### config.mk
export PLATFORM = sky130hd
export DESIGN_NAME = mux_select_arbiter_16_bit
export DESIGN_NICKNAME = d
export VERILOG_FILES = /design/src/rtl/mux_select_arbiter_16_bit.sv
export SDC_FILE = /design/constraint.sdc
export NUM_CORES = 1
export LEC_CHECK = 0
export ABC_CLOCK_PERIOD_IN_PS = 1700
export BUFFER_PORTS_ARGS = -buffer_cell sky130_fd_sc_hd__buf_2
export CORE_MARGIN = 2
export CORE_UTILIZATION = 33
export CTS_BUF_LIST = sky130_fd_sc_hd__clkbuf_8
export DETAILED_ROUTE_END_ITERATION = 10
export PLACE_DENSITY_LB_ADDON = 0.15
export SETUP_SLACK_MARGIN = 0.05
export SLEW_MARGIN = 20
export SYNTH_ARGS = -nofsm -noshare
export SYNTH_HDL_FRONTEND = slang
export SYNTH_SLANG_ARGS = --single-unit
### constraint.sdc
create_clock -name clk -period 1.7 [get_ports clk]
set_input_delay 0.17 -clock clk [delete_from_list [all_inputs] [get_ports clk]]
set_output_delay 0.17 -clock clk [all_outputs]
set_load 0.05 [all_outputs]
### src/rtl/mux_select_arbiter_16_bit.sv
// ---------------------------------------------------------------------------
// mux_select_arbiter_16_bit
//   Arbitrates two 16-bit requesters for one shared 2:1 select path. It drives
//   the mux select and registers the word transferred on each granted cycle.
//   The default build uses round-robin arbitration with a bounded burst lock.
//   Defining ARB_FIXED_PRIORITY_EN gives requester 0 strict priority, and its
//   lock is then unbounded.
//
// Parameters
//   HOLD_MAX  : maximum consecutive locked grant cycles while the other side
//               waits (1..15)
// Ports
//   clk, rst_n      : rising-edge clock, async active-low reset
//   req0/req1       : path requests
//   lock0/lock1     : keep-grant (burst) requests, honoured only while granted
//   data0/data1     : requester data words
//   gnt0/gnt1       : registered grants (state == G0 / G1)
//   sel             : mux select, 1 = requester 1
//   out_valid       : out_data holds a word transferred last cycle
//   out_data        : registered transferred word
//   busy            : FSM not in IDLE
// ---------------------------------------------------------------------------
module mux_select_arbiter_16_bit #(
    parameter int HOLD_MAX = 4
) (
    input  logic        clk,
    input  logic        rst_n,
    input  logic        req0,
    input  logic        req1,
    input  logic        lock0,
    input  logic        lock1,
    input  logic [15:0] data0,
    input  logic [15:0] data1,
    output logic        gnt0,
    output logic        gnt1,
    output logic        sel,
    output logic        out_valid,
    output logic [15:0] out_data,
    output logic        busy
);

    localparam logic [3:0] HOLD_LAST = 4'(HOLD_MAX - 1);

    typedef enum logic [1:0] {IDLE = 2'd0, G0 = 2'd1, G1 = 2'd2} state_t;

    state_t     state, state_nxt;
    logic [3:0] hold_cnt, hold_nxt;
    logic       last, last_nxt;

    // Next-state decision. The outputs below are registered copies of
    // state_nxt, so each output equals a function of the current state.
    always_comb begin
        state_nxt = state;
        hold_nxt  = hold_cnt;
        last_nxt  = last;
`ifdef ARB_FIXED_PRIORITY_EN
        hold_nxt = 4'd0;
        case (state)
            IDLE: begin
                if (req0)      state_nxt = G0;
                else if (req1) state_nxt = G1;
            end
            G0: begin
                if (!req0) state_nxt = req1 ? G1 : IDLE;
            end
            G1: begin
                // Requester 0 preempts regardless of lock1.
                if (req0)       state_nxt = G0;
                else if (!req1) state_nxt = IDLE;
            end
            default: state_nxt = IDLE;
        endcase
`else
        case (state)
            IDLE: begin
                // On contention, the requester that was not served last wins.
                if (req0 && req1) state_nxt = last ? G0 : G1;
                else if (req0)    state_nxt = G0;
                else if (req1)    state_nxt = G1;
            end
            G0: begin
                if (!req0) begin
                    state_nxt = req1 ? G1 : IDLE;
                    last_nxt  = 1'b0;
                    hold_nxt  = 4'd0;
                end else if (!req1) begin
                    // No contention, so there is no starvation to bound.
                    hold_nxt = 4'd0;
                end else if (lock0 && hold_cnt < HOLD_LAST) begin
                    hold_nxt = hold_cnt + 4'd1;
                end else begin
                    state_nxt = G1;
                    last_nxt  = 1'b0;
                    hold_nxt  = 4'd0;
                end
            end
            G1: begin
                if (!req1) begin
                    state_nxt = req0 ? G0 : IDLE;
                    last_nxt  = 1'b1;
                    hold_nxt  = 4'd0;
                end else if (!req0) begin
                    hold_nxt = 4'd0;
                end else if (lock1 && hold_cnt < HOLD_LAST) begin
                    hold_nxt = hold_cnt + 4'd1;
                end else begin
                    state_nxt = G0;
                    last_nxt  = 1'b1;
                    hold_nxt  = 4'd0;
                end
            end
            default: begin
                state_nxt = IDLE;
                hold_nxt  = 4'd0;
            end
        endcase
`endif
    end

    always_ff @(posedge clk or negedge rst_n) begin
        if (!rst_n) begin
            state     <= IDLE;
            hold_cnt  <= 4'd0;
            last      <= 1'b1;
            gnt0      <= 1'b0;
            gnt1      <= 1'b0;
            sel       <= 1'b0;
            busy      <= 1'b0;
            out_valid <= 1'b0;
            out_data  <= 16'h0000;
        end else begin
            state    <= state_nxt;
            hold_cnt <= hold_nxt;
            last     <= last_nxt;
            gnt0     <= (state_nxt == G0);
            gnt1     <= (state_nxt == G1);
            sel      <= (state_nxt == G1);
            busy     <= (state_nxt != IDLE);
            // A transfer is a granted cycle whose owner is still requesting.
            if (state == G0 && req0) begin
                out_data  <= data0;
                out_valid <= 1'b1;
            end else if (state == G1 && req1) begin
                out_data  <= data1;
                out_valid <= 1'b1;
            end else begin
                out_valid <= 1'b0;
            end
        end
    end

endmodule

==> flow_summary.yaml, run 1 <==
synthesis:
  yosysTopAreaCell: "dfrtp_1"
  seq_area_frac_synth: 0.488
  yosys.area_share.adder: 0.0451
  yosysWarnings: 0
  postSynthCellCount: 129
  netlist_area_um2: 1390
  synth_xor_area_frac: 0
  yosys.area_share.simple: 0.154
  synth.mux.area_fraction: 0.124
  syn_nets: 172
  ys_ff_latch: 27
  syn_area_per_cell_um2: 10.8
  synth-compound-area-share: 0.150
  synth_top_family_by_area: "simple AND/OR/NAND/NOR gates"
  ys_types: 31
  yosys-top-cells-area: "dfrtp_1 47%, mux2i_1 12%, o21ai_0 6.1%"
  yosys.area.top_type_share: 0.469
die:
  io_pins: 59
  die_area_um2: 4740
  fp.dieW_um: 68.8
  core_area_um2: 4030
  start_util: 0.344
  die_y_um: 68.8
  rows: 23
placement:
  hpwl_mm: 2.33
  place.gp.congestion: 0.862
  port_buffers: 58
hold_path:
  min_path_type: "input pin to flip-flop"
  holdPathStages: 3
  hp-start: "data0[11]"
  whs_endpoint: "out_data[11]"
power_and_ir_drop:
  clkPwrFrac: 0.107
  seqPwrFrac: 0.300
  p_int_mw: 1.73
  peakVddDrop_v: 0.000932
  p_leak_nw: 1.01
  pwr-share-comb: 0.593
  p_per_area_nw_per_um2: 1840
  p_sw_mw: 1.75
  switching_share: 0.503
critical_path:
  crit-reg2reg-launch: "state[1]"
  path_class: "flip-flop to flip-flop"
  rr_worst_depth: 6
  critPathMaxFanout: 4
  startpoint_type: "flip-flop"
  crit_arrival_ns: 1.92
  endpoint_kind: "flip-flop"
  worstPathRequired_ns: 1.90
  rrSetupSlack_ns: -0.01
  critPathLaunch: "state[1]"
  timing.rr.end: "gnt0"
detailed_routing:
  dr.pass1.iters: 4
  wire_per_inst_um: 12.7
  antenna_left: 0
  wl_mm: 3.12
  drtIter0Drc: 41
  route.vias.total: 1174
  via_per_inst: 4.77
  route.detailed.drc: 0
timing:
  fin_crit_sh: 1.01
  setup_ws_ns: -0.0130
  setup_tns_ns: -0.0130
  max_slew_margin: 0.603
  whs_ns: 0.0911
  rsz0062_at_grt: "true"
  max_freq_mhz: 584
  finalClockSkew_ns: 0.00171
  maxSlewViolCount: 0
  finalSetupViolations: 1
  fin_crit_ns: 1.71
  tightest_slew_ns: 0.596
  hold_viol_final: 0
clocking:
  clock_sinks: 27
  ctsHtreeMaxLevel: 1
  cts_tree: "yes"
  insertion_delay_ns: 0.27
  clk_pin_slew_ns: 0.09
  numCtsBuffers: 3
  root_buffer: "clkbuf_8"
  clk_path_buf_depth: 2
finish:
  diodes: 0
  fin_nets: 240
  syn_to_final_growth_pct: 36.1
  drive_above_1_share: 0.454
grt:
  grt_pass1_wl_mm: 4.97
  grt_pass1_vias: 1104
  overflow: 0
  grt_max_degree: 33
  grt_use_total: 0.140
  antenna_found_initial: 0
job:
  drv_cap: 0
status:
  violations: "negative setup slack"
  outcome: "complete, but fails checks"
==> power groups by stage <==
| stage | combinational [mW] | sequential (mW) | clock (mW) |
|---|---|---|---|
| 4_1_cts | 2.06 | 1.05 | 0.390 |
| 3_5_place_dp | 2.01 | 1.06 | 0 |
| 6_report | 2.06 | 1.04 | 0.370 |
| 3_3_place_gp | 1.99 | 1.06 | 0 |
| 5_1_grt | 2.22 | 1.08 | 0.424 |
| 2_1_floorplan | 0.687 | 1.86 | 0 |
==> worst max path at each step <==
stage	to	slack (ns)
floorplan	sel	0.05
global placement	gnt0	0.02
detailed placement	gnt0	-0.03
CTS	sel	0.004
global route	gnt0	-0.14
finish	gnt0	-0.01
==> layout make-up <==
class	count	area (um2)
Clock buffer	3	41.3
Clock inverter	1	7.51
Fill cell	385	2140
Inverter	4	15.0
Multi-Input combinational cell	90	682
Sequential cell	27	677
Tap cell	50	62.6
Timing Repair Buffer	71	403
==> what timing repair did <==
action | 4_1_cts | 5_1_grt
hold buffers | 1 | 0
gates resized for setup | 4 | 2
pin swaps | 4 | 5
hold endpoints to repair | 26 | 0
setup endpoints to repair | 4 | 6
setup buffers | 4 | 1
==> logic make-up (layout without fill, tap and decap cells) <==
family	count (synthesis)	in the layout
and+or+nand+nor	39	39
AOI/OAI and AO/OA	29	29
DFF	27	27
muxes	17	17
buffers and inverters	12	79
adders and majority gates	5	5
==> per-stage QoR <==
| stage | cells | util | area [um2] | power [mW] | setup WS, ns |
|---|---|---|---|---|---|
| 6_report | 246 | 0.469 | 1890 | 3.47 | -0.0130 |
| 5_1_grt | 246 | 0.469 | 1890 | 3.72 | -0.136 |
| 4_1_cts | 245 | 0.466 | 1880 | 3.50 | 0.00384 |
| 3_5_place_dp | 236 | 0.439 | 1770 | 3.07 | -0.0268 |
| 3_3_place_gp | 236 | 0.439 | 1770 | 3.04 | 0.0249 |
| 2_1_floorplan | 129 | - | 1390 | 2.54 | 0.0534 |
==> layer usage <==
| layer | up-vias | global-route usage | wire length, um |
|---|---|---|---|
| li1 | 580 | - | - |
| met1 | 558 | 0.174 | 1360 |
| met2 | 34 | 0.237 | 1600 |
| met3 | 2 | 0.0390 | 136 |
| met4 | 0 | 0.0368 | 17 |
| met5 | - | 0 | 0 |
==> worst max-delay path, stage by stage (launching register included) <==
cell	delay, ns
dfrtp_1	0.40
buf_4	0.15
buf_4	0.14
a21oi_1	0.15
nor2_1	0.06
a222oi_1	0.51
nor3b_2	0.25
==> synthesized netlist by cell type, drive strengths merged <==
master   instances
nand2b           2
o21ai           17
mux2             1
nor2             4
or4b             2
a31oi            1
a21oi            5
nand4            1
clkbuf           4
buf              4
a222oi           1
o31ai            2
ha               5
nor4             1
inv              4
nor3             1
a22o             1
nand2           22
dfstp            1
and3             1
a22oi            1
dfrtp           26
and2             3
a2111oi          1
mux2i           16
nor3b            2
==> state kept, by name, summed over array words and instances (netlist names) <==
name / count
sel: 1
busy: 1
out_valid: 1
last: 1
gnt0: 1
state: 2
hold_cnt: 4
out_data: 16
==> cell usage in the layout, fill, tap and decap left out, types with 2 or more instances in the layout <==
master	n
inv_1	4
o31ai_1	2
nor2_1	3
a21oi_1	3
mux2i_1	16
ha_2	2
a21oi_4	2
o21ai_0	16
ha_1	2
or4b_4	2
clkbuf_8	3
and2_1	2
dfrtp_1	26
buf_4	11
buf_2	58
nand2_1	21
nand2b_1	2
(Power assumes the default switching activity.)
==> run 2: changes to the inputs <==
--- a/config.mk
+++ b/config.mk
@@ -10,6 +10,7 @@
 export CORE_MARGIN = 2
 export CORE_UTILIZATION = 33
 export CTS_BUF_LIST = sky130_fd_sc_hd__clkbuf_8
+export CTS_CLUSTER_SIZE = 12
 export DETAILED_ROUTE_END_ITERATION = 10
 export PLACE_DENSITY_LB_ADDON = 0.15
 export SETUP_SLACK_MARGIN = 0.05
==> constraint.sdc (replaced) <==
create_clock -name clk -period 1.7 [get_ports clk]
set_input_delay 0.51 -clock clk [delete_from_list [all_inputs] [get_ports clk]]
set_output_delay 0.51 -clock clk [all_outputs]
set_load 0.05 [all_outputs]
==> flow_summary.yaml, run 2 (same netlist as run 1, synthesis figures left out) <==
clocking:
  insertion_delay_ns: 0.27
  cts_tree: "yes"
  ctsHtreeMaxLevel: 1
  clock_sinks: 27
  clk_pin_slew_ns: 0.10
  clk_path_buf_depth: 2
  numCtsBuffers: 3
  cts-hold-fix-buffers: 0
  root_buffer: "clkbuf_8"
placement:
  port_buffers: 58
  place.gp.congestion: 0.847
  hpwl_mm: 2.40
  place_area_um2: 1780
  place_ws_ns: -0.0426
power_and_ir_drop:
  clkPwrFrac: 0.108
  p_int_mw: 1.71
  peakVddDrop_v: 0.000666
  switching_share: 0.506
  pwr-share-comb: 0.590
  p_per_area_nw_per_um2: 1860
  seqPwrFrac: 0.302
  p_leak_nw: 0.992
  finalPower_mw: 3.47
  p_sw_mw: 1.76
critical_path:
  path_class: "flip-flop to flip-flop"
  crit_path_top_delay_cell: "or4b_4"
  cp_num_cells: 5
  startpoint_type: "flip-flop"
  rr_worst_depth: 5
  critPathMaxFanout: 4
  crit_chain: "ha_4 -> or4b_4 -> a21oi_4 -> a222oi_1 -> nor3b_2"
  path_delay_family: "simple AND/OR/NAND/NOR gates"
  critPathBufInv: 0
  crit_arrival_ns: 1.86
  worstPathRequired_ns: 1.86
  crit_path_max_incr_delay_ns: 0.49
  endpoint_kind: "flip-flop"
detailed_routing:
  route.detailed.drc: 0
  via_per_inst: 4.73
  drtIter0Drc: 49
  wl_mm: 3.11
  route.vias.total: 1144
  dr.pass1.iters: 4
  antenna_left: 0
  wire_per_inst_um: 12.8
timing:
  finalSetupViolations: 1
  fin_crit_sh: 1.00
  max_slew_margin: 0.601
  maxSlewViolCount: 0
  setup_ws_ns: -0.00746
  tightest_slew_ns: 0.599
  rsz0062_at_grt: "true"
  max_freq_mhz: 586
  whs_ns: 0.233
  fin_crit_ns: 1.71
  hold_viol_final: 0
  finalClockSkew_ns: 0.00112
finish:
  diodes: 0
  largest_reg_flops: 16
  drive_above_1_share: 0.448
  seqCellArea_um2: 677
  largest_register: "out_data"
  nFillCells: 403
  final_area_um2: 1870
  syn_to_final_growth_pct: 34.4
  multi_input_area_um2: 688
  layout_commonest_cell: "buf_2"
  mostFrequentLayoutCells: "58 x buf_2, 26 x dfrtp_1, 21 x nand2_1"
  top_regs: "out_data (16), hold_cnt (4), state (2)"
  fin_nets: 236
job:
  drv_cap: 0
status:
  violations: "negative setup slack"
  outcome: "complete, but fails checks"
grt:
  grt_pass1_vias: 1065
  overflow: 0
  grt_max_degree: 33
  grt_pass1_wl_mm: 4.72
  grt_use_total: 0.135
  antenna_found_initial: 0
hold_path:
  min_path_type: "input pin to asynchronous set/reset pin"
die:
  die_y_um: 68.8
  die_area_um2: 4740
  fp.dieW_um: 68.8
  rows: 23
  io_pins: 59
  core_area_um2: 4030
  start_util: 0.344
-- run 2: final timing paths --
kind | slack, ns | to | startpoint
worst max-delay path | -0.007 | gnt0 | hold_cnt[0]
worst min-delay path | 0.23 | hold_cnt[2] | rst_n
worst max register to register | -0.007 | gnt0 | hold_cnt[0]
worst min register to register | 0.52 | last | last
max in group asynchronous | 1.08 | out_data[2] | rst_n
min in group clk | 0.43 | out_data[15] | data0[15]
-- run 2: final cells by class --
type,instances,share of cell area
inverter,4,0.00805
clock buffer,3,0.0221
timing repair buffer,67,0.201
multi-input combinational,90,0.369
tap,50,0.0335
sequential,27,0.363
clock inverter,1,0.00402
-- run 2: metal layers --
| layer | up-vias | wire length (um) | global-route usage | share of wire |
|---|---|---|---|---|
| met1 | 538 | 1290 | 0.156 | 0.42 |
| met3 | 4 | 156 | 0.0276 | 0.050 |
| met5 | - | 0 | 0 | 0 |
| met4 | 0 | 33 | 0.0637 | 0.011 |
| li1 | 574 | - | - | - |
| met2 | 28 | 1630 | 0.239 | 0.52 |
-- run 2: repair_timing --
| item | in CTS | in global routing |
|---|---|---|
| gates resized for setup | 1 | 5 |
| pin swaps | 3 | 2 |
| setup buffers | 1 | 0 |
| endpoints found under the hold margin | 0 | 0 |
| setup endpoints to repair | 4 | 7 |
-- run 2: power groups by stage --
stage               Combinational [mW]  Sequential, mW  Clock (mW)
finish                            2.05            1.05       0.373
CTS                               2.04            1.05       0.390
global placement                  2.00            1.05           0
floorplan                        0.687            1.86           0
global route                      2.20            1.08       0.416
detailed placement                2.04            1.06           0
-- run 2: metrics by stage --
step | std cells | util | setup TNS (ns)
3_3_place_gp | 237 | 0.441 | 0
3_5_place_dp | 237 | 0.441 | -0.0426
5_1_grt | 242 | 0.463 | -0.262
6_report | 242 | 0.463 | -0.00746
2_1_floorplan | 129 | - | 0
4_1_cts | 242 | 0.456 | -0.00696
==> run 3: changes to the inputs <==
--- a/config.mk
+++ b/config.mk
@@ -9,10 +9,10 @@
 export BUFFER_PORTS_ARGS = -buffer_cell sky130_fd_sc_hd__buf_2
 export CORE_MARGIN = 2
 export CORE_UTILIZATION = 33
-export CTS_BUF_LIST = sky130_fd_sc_hd__clkbuf_8
 export CTS_CLUSTER_SIZE = 12
 export DETAILED_ROUTE_END_ITERATION = 10
 export PLACE_DENSITY_LB_ADDON = 0.15
+export RECOVER_POWER = 50
 export SETUP_SLACK_MARGIN = 0.05
 export SLEW_MARGIN = 20
 export SYNTH_ARGS = -nofsm -noshare
==> flow_summary.yaml, run 3 (same netlist as run 1, synthesis figures left out) <==
finish:
  layout_commonest_cell: "buf_2"
  largest_reg_flops: 16
  top_regs: "out_data (16), hold_cnt (4), state (2)"
  nFillCells: 402
  largest_register: "out_data"
  multi_input_area_um2: 686
  seqCellArea_um2: 677
  syn_to_final_growth_pct: 33.9
  fin_nets: 236
  diodes: 0
  drive_above_1_share: 0.432
  mostFrequentLayoutCells: "52 x buf_2, 26 x dfrtp_1, 21 x nand2_1"
grt:
  antenna_found_initial: 0
  overflow: 0
  grt_pass1_wl_mm: 4.72
  grt_use_total: 0.135
  grt_pass1_vias: 1065
  grt_max_degree: 33
placement:
  hpwl_mm: 2.40
  place_ws_ns: -0.0426
  port_buffers: 58
  place.gp.congestion: 0.847
timing:
  max_freq_mhz: 586
  hold_viol_final: 0
  setup_ws_ns: -0.00639
  whs_ns: 0.255
  max_slew_margin: 0.552
  fin_crit_sh: 1.00
  tightest_slew_ns: 0.671
  finalSetupViolations: 1
  finalClockSkew_ns: 0.00115
  maxSlewViolCount: 0
  fin_crit_ns: 1.71
  rsz0062_at_grt: "true"
power_and_ir_drop:
  p_sw_mw: 1.76
  p_per_area_nw_per_um2: 1860
  peakVddDrop_v: 0.000665
  p_int_mw: 1.69
  clkPwrFrac: 0.108
  pwr-share-comb: 0.587
  seqPwrFrac: 0.305
  switching_share: 0.509
  p_leak_nw: 0.986
die:
  start_util: 0.344
  die_y_um: 68.8
  rows: 23
  io_pins: 59
  fp.dieW_um: 68.8
  core_area_um2: 4030
  die_area_um2: 4740
detailed_routing:
  wl_mm: 3.11
  drtIter0Drc: 46
  dr.pass1.iters: 4
  antenna_left: 0
  route.detailed.drc: 0
  route.vias.total: 1145
  wire_per_inst_um: 12.9
  via_per_inst: 4.73
clocking:
  cts_tree: "yes"
  insertion_delay_ns: 0.27
  root_buffer: "clkbuf_8"
  ctsHtreeMaxLevel: 1
  numCtsBuffers: 3
  clock_sinks: 27
  clk_pin_slew_ns: 0.10
  clk_path_buf_depth: 2
status:
  outcome: "complete, but fails checks"
  violations: "negative setup slack"
critical_path:
  path_class: "flip-flop to flip-flop"
  worstPathRequired_ns: 1.86
  critPathMaxFanout: 4
  endpoint_kind: "flip-flop"
  crit_arrival_ns: 1.86
  startpoint_type: "flip-flop"
hold_path:
  min_path_type: "input pin to asynchronous set/reset pin"
job:
  drv_cap: 0
## run 3: final timing paths
check | from | to | slack, ns | cells after the start
worst min register to register | last | last | 0.52 | 2
max in group asynchronous | rst_n | out_data[2] | 1.02 | 1
min in group clk | data0[15] | out_data[15] | 0.43 | 3
worst max register to register | hold_cnt[0] | gnt0 | -0.006 | 5
worst max-delay path | hold_cnt[0] | gnt0 | -0.006 | 5
worst min-delay path | rst_n | hold_cnt[2] | 0.26 | 1
## run 3: layer usage
metal	routed length (um)	up-vias	track usage
li1	-	575	-
met4	33	0	0.0637
met1	1300	536	0.156
met5	0	-	0
met3	159	4	0.0276
met2	1620	30	0.239
## run 3: timing repair
item	in CTS	in global routing
buffers inserted	1	0
setup endpoints to repair	4	7
resized for setup	1	5
pin swaps	3	2
hold buffers	0	0
## run 3: cell type report
cell class                      count  share of cell area
Clock buffer                        3              0.0222
Clock inverter                      1             0.00404
Inverter                            4             0.00808
Multi-Input combinational cell     90               0.369
Sequential cell                    27               0.364
Tap cell                           50              0.0337
Timing Repair Buffer               67               0.199
## run 3: power groups by stage
stage	Combinational, mW	Sequential [mW]	Clock [mW]
3_3_place_gp	2.00	1.05	0
3_5_place_dp	2.04	1.06	0
5_1_grt	2.18	1.08	0.416
4_1_cts	2.04	1.05	0.390
2_1_floorplan	0.687	1.86	0
6_report	2.03	1.05	0.373
## run 3: critical path, cell delays in order, from the launching register on
cell and delay, ns:
dfrtp_1 0.43, ha_4 0.19, or4b_4 0.49, a21oi_4 0.17, a222oi_1 0.13, nor3b_2 0.18
## run 3: per-stage QoR
stage	total power [mW]	setup TNS [ns]	instance area [um2]	util	std cells
3_3_place_gp	3.05	0	1780	0.441	237
5_1_grt	3.68	-0.270	1860	0.461	242
4_1_cts	3.48	-0.00696	1840	0.456	242
2_1_floorplan	2.54	0	1390	-	129
6_report	3.45	-0.00639	1860	0.461	242
3_5_place_dp	3.09	-0.0426	1780	0.441	237
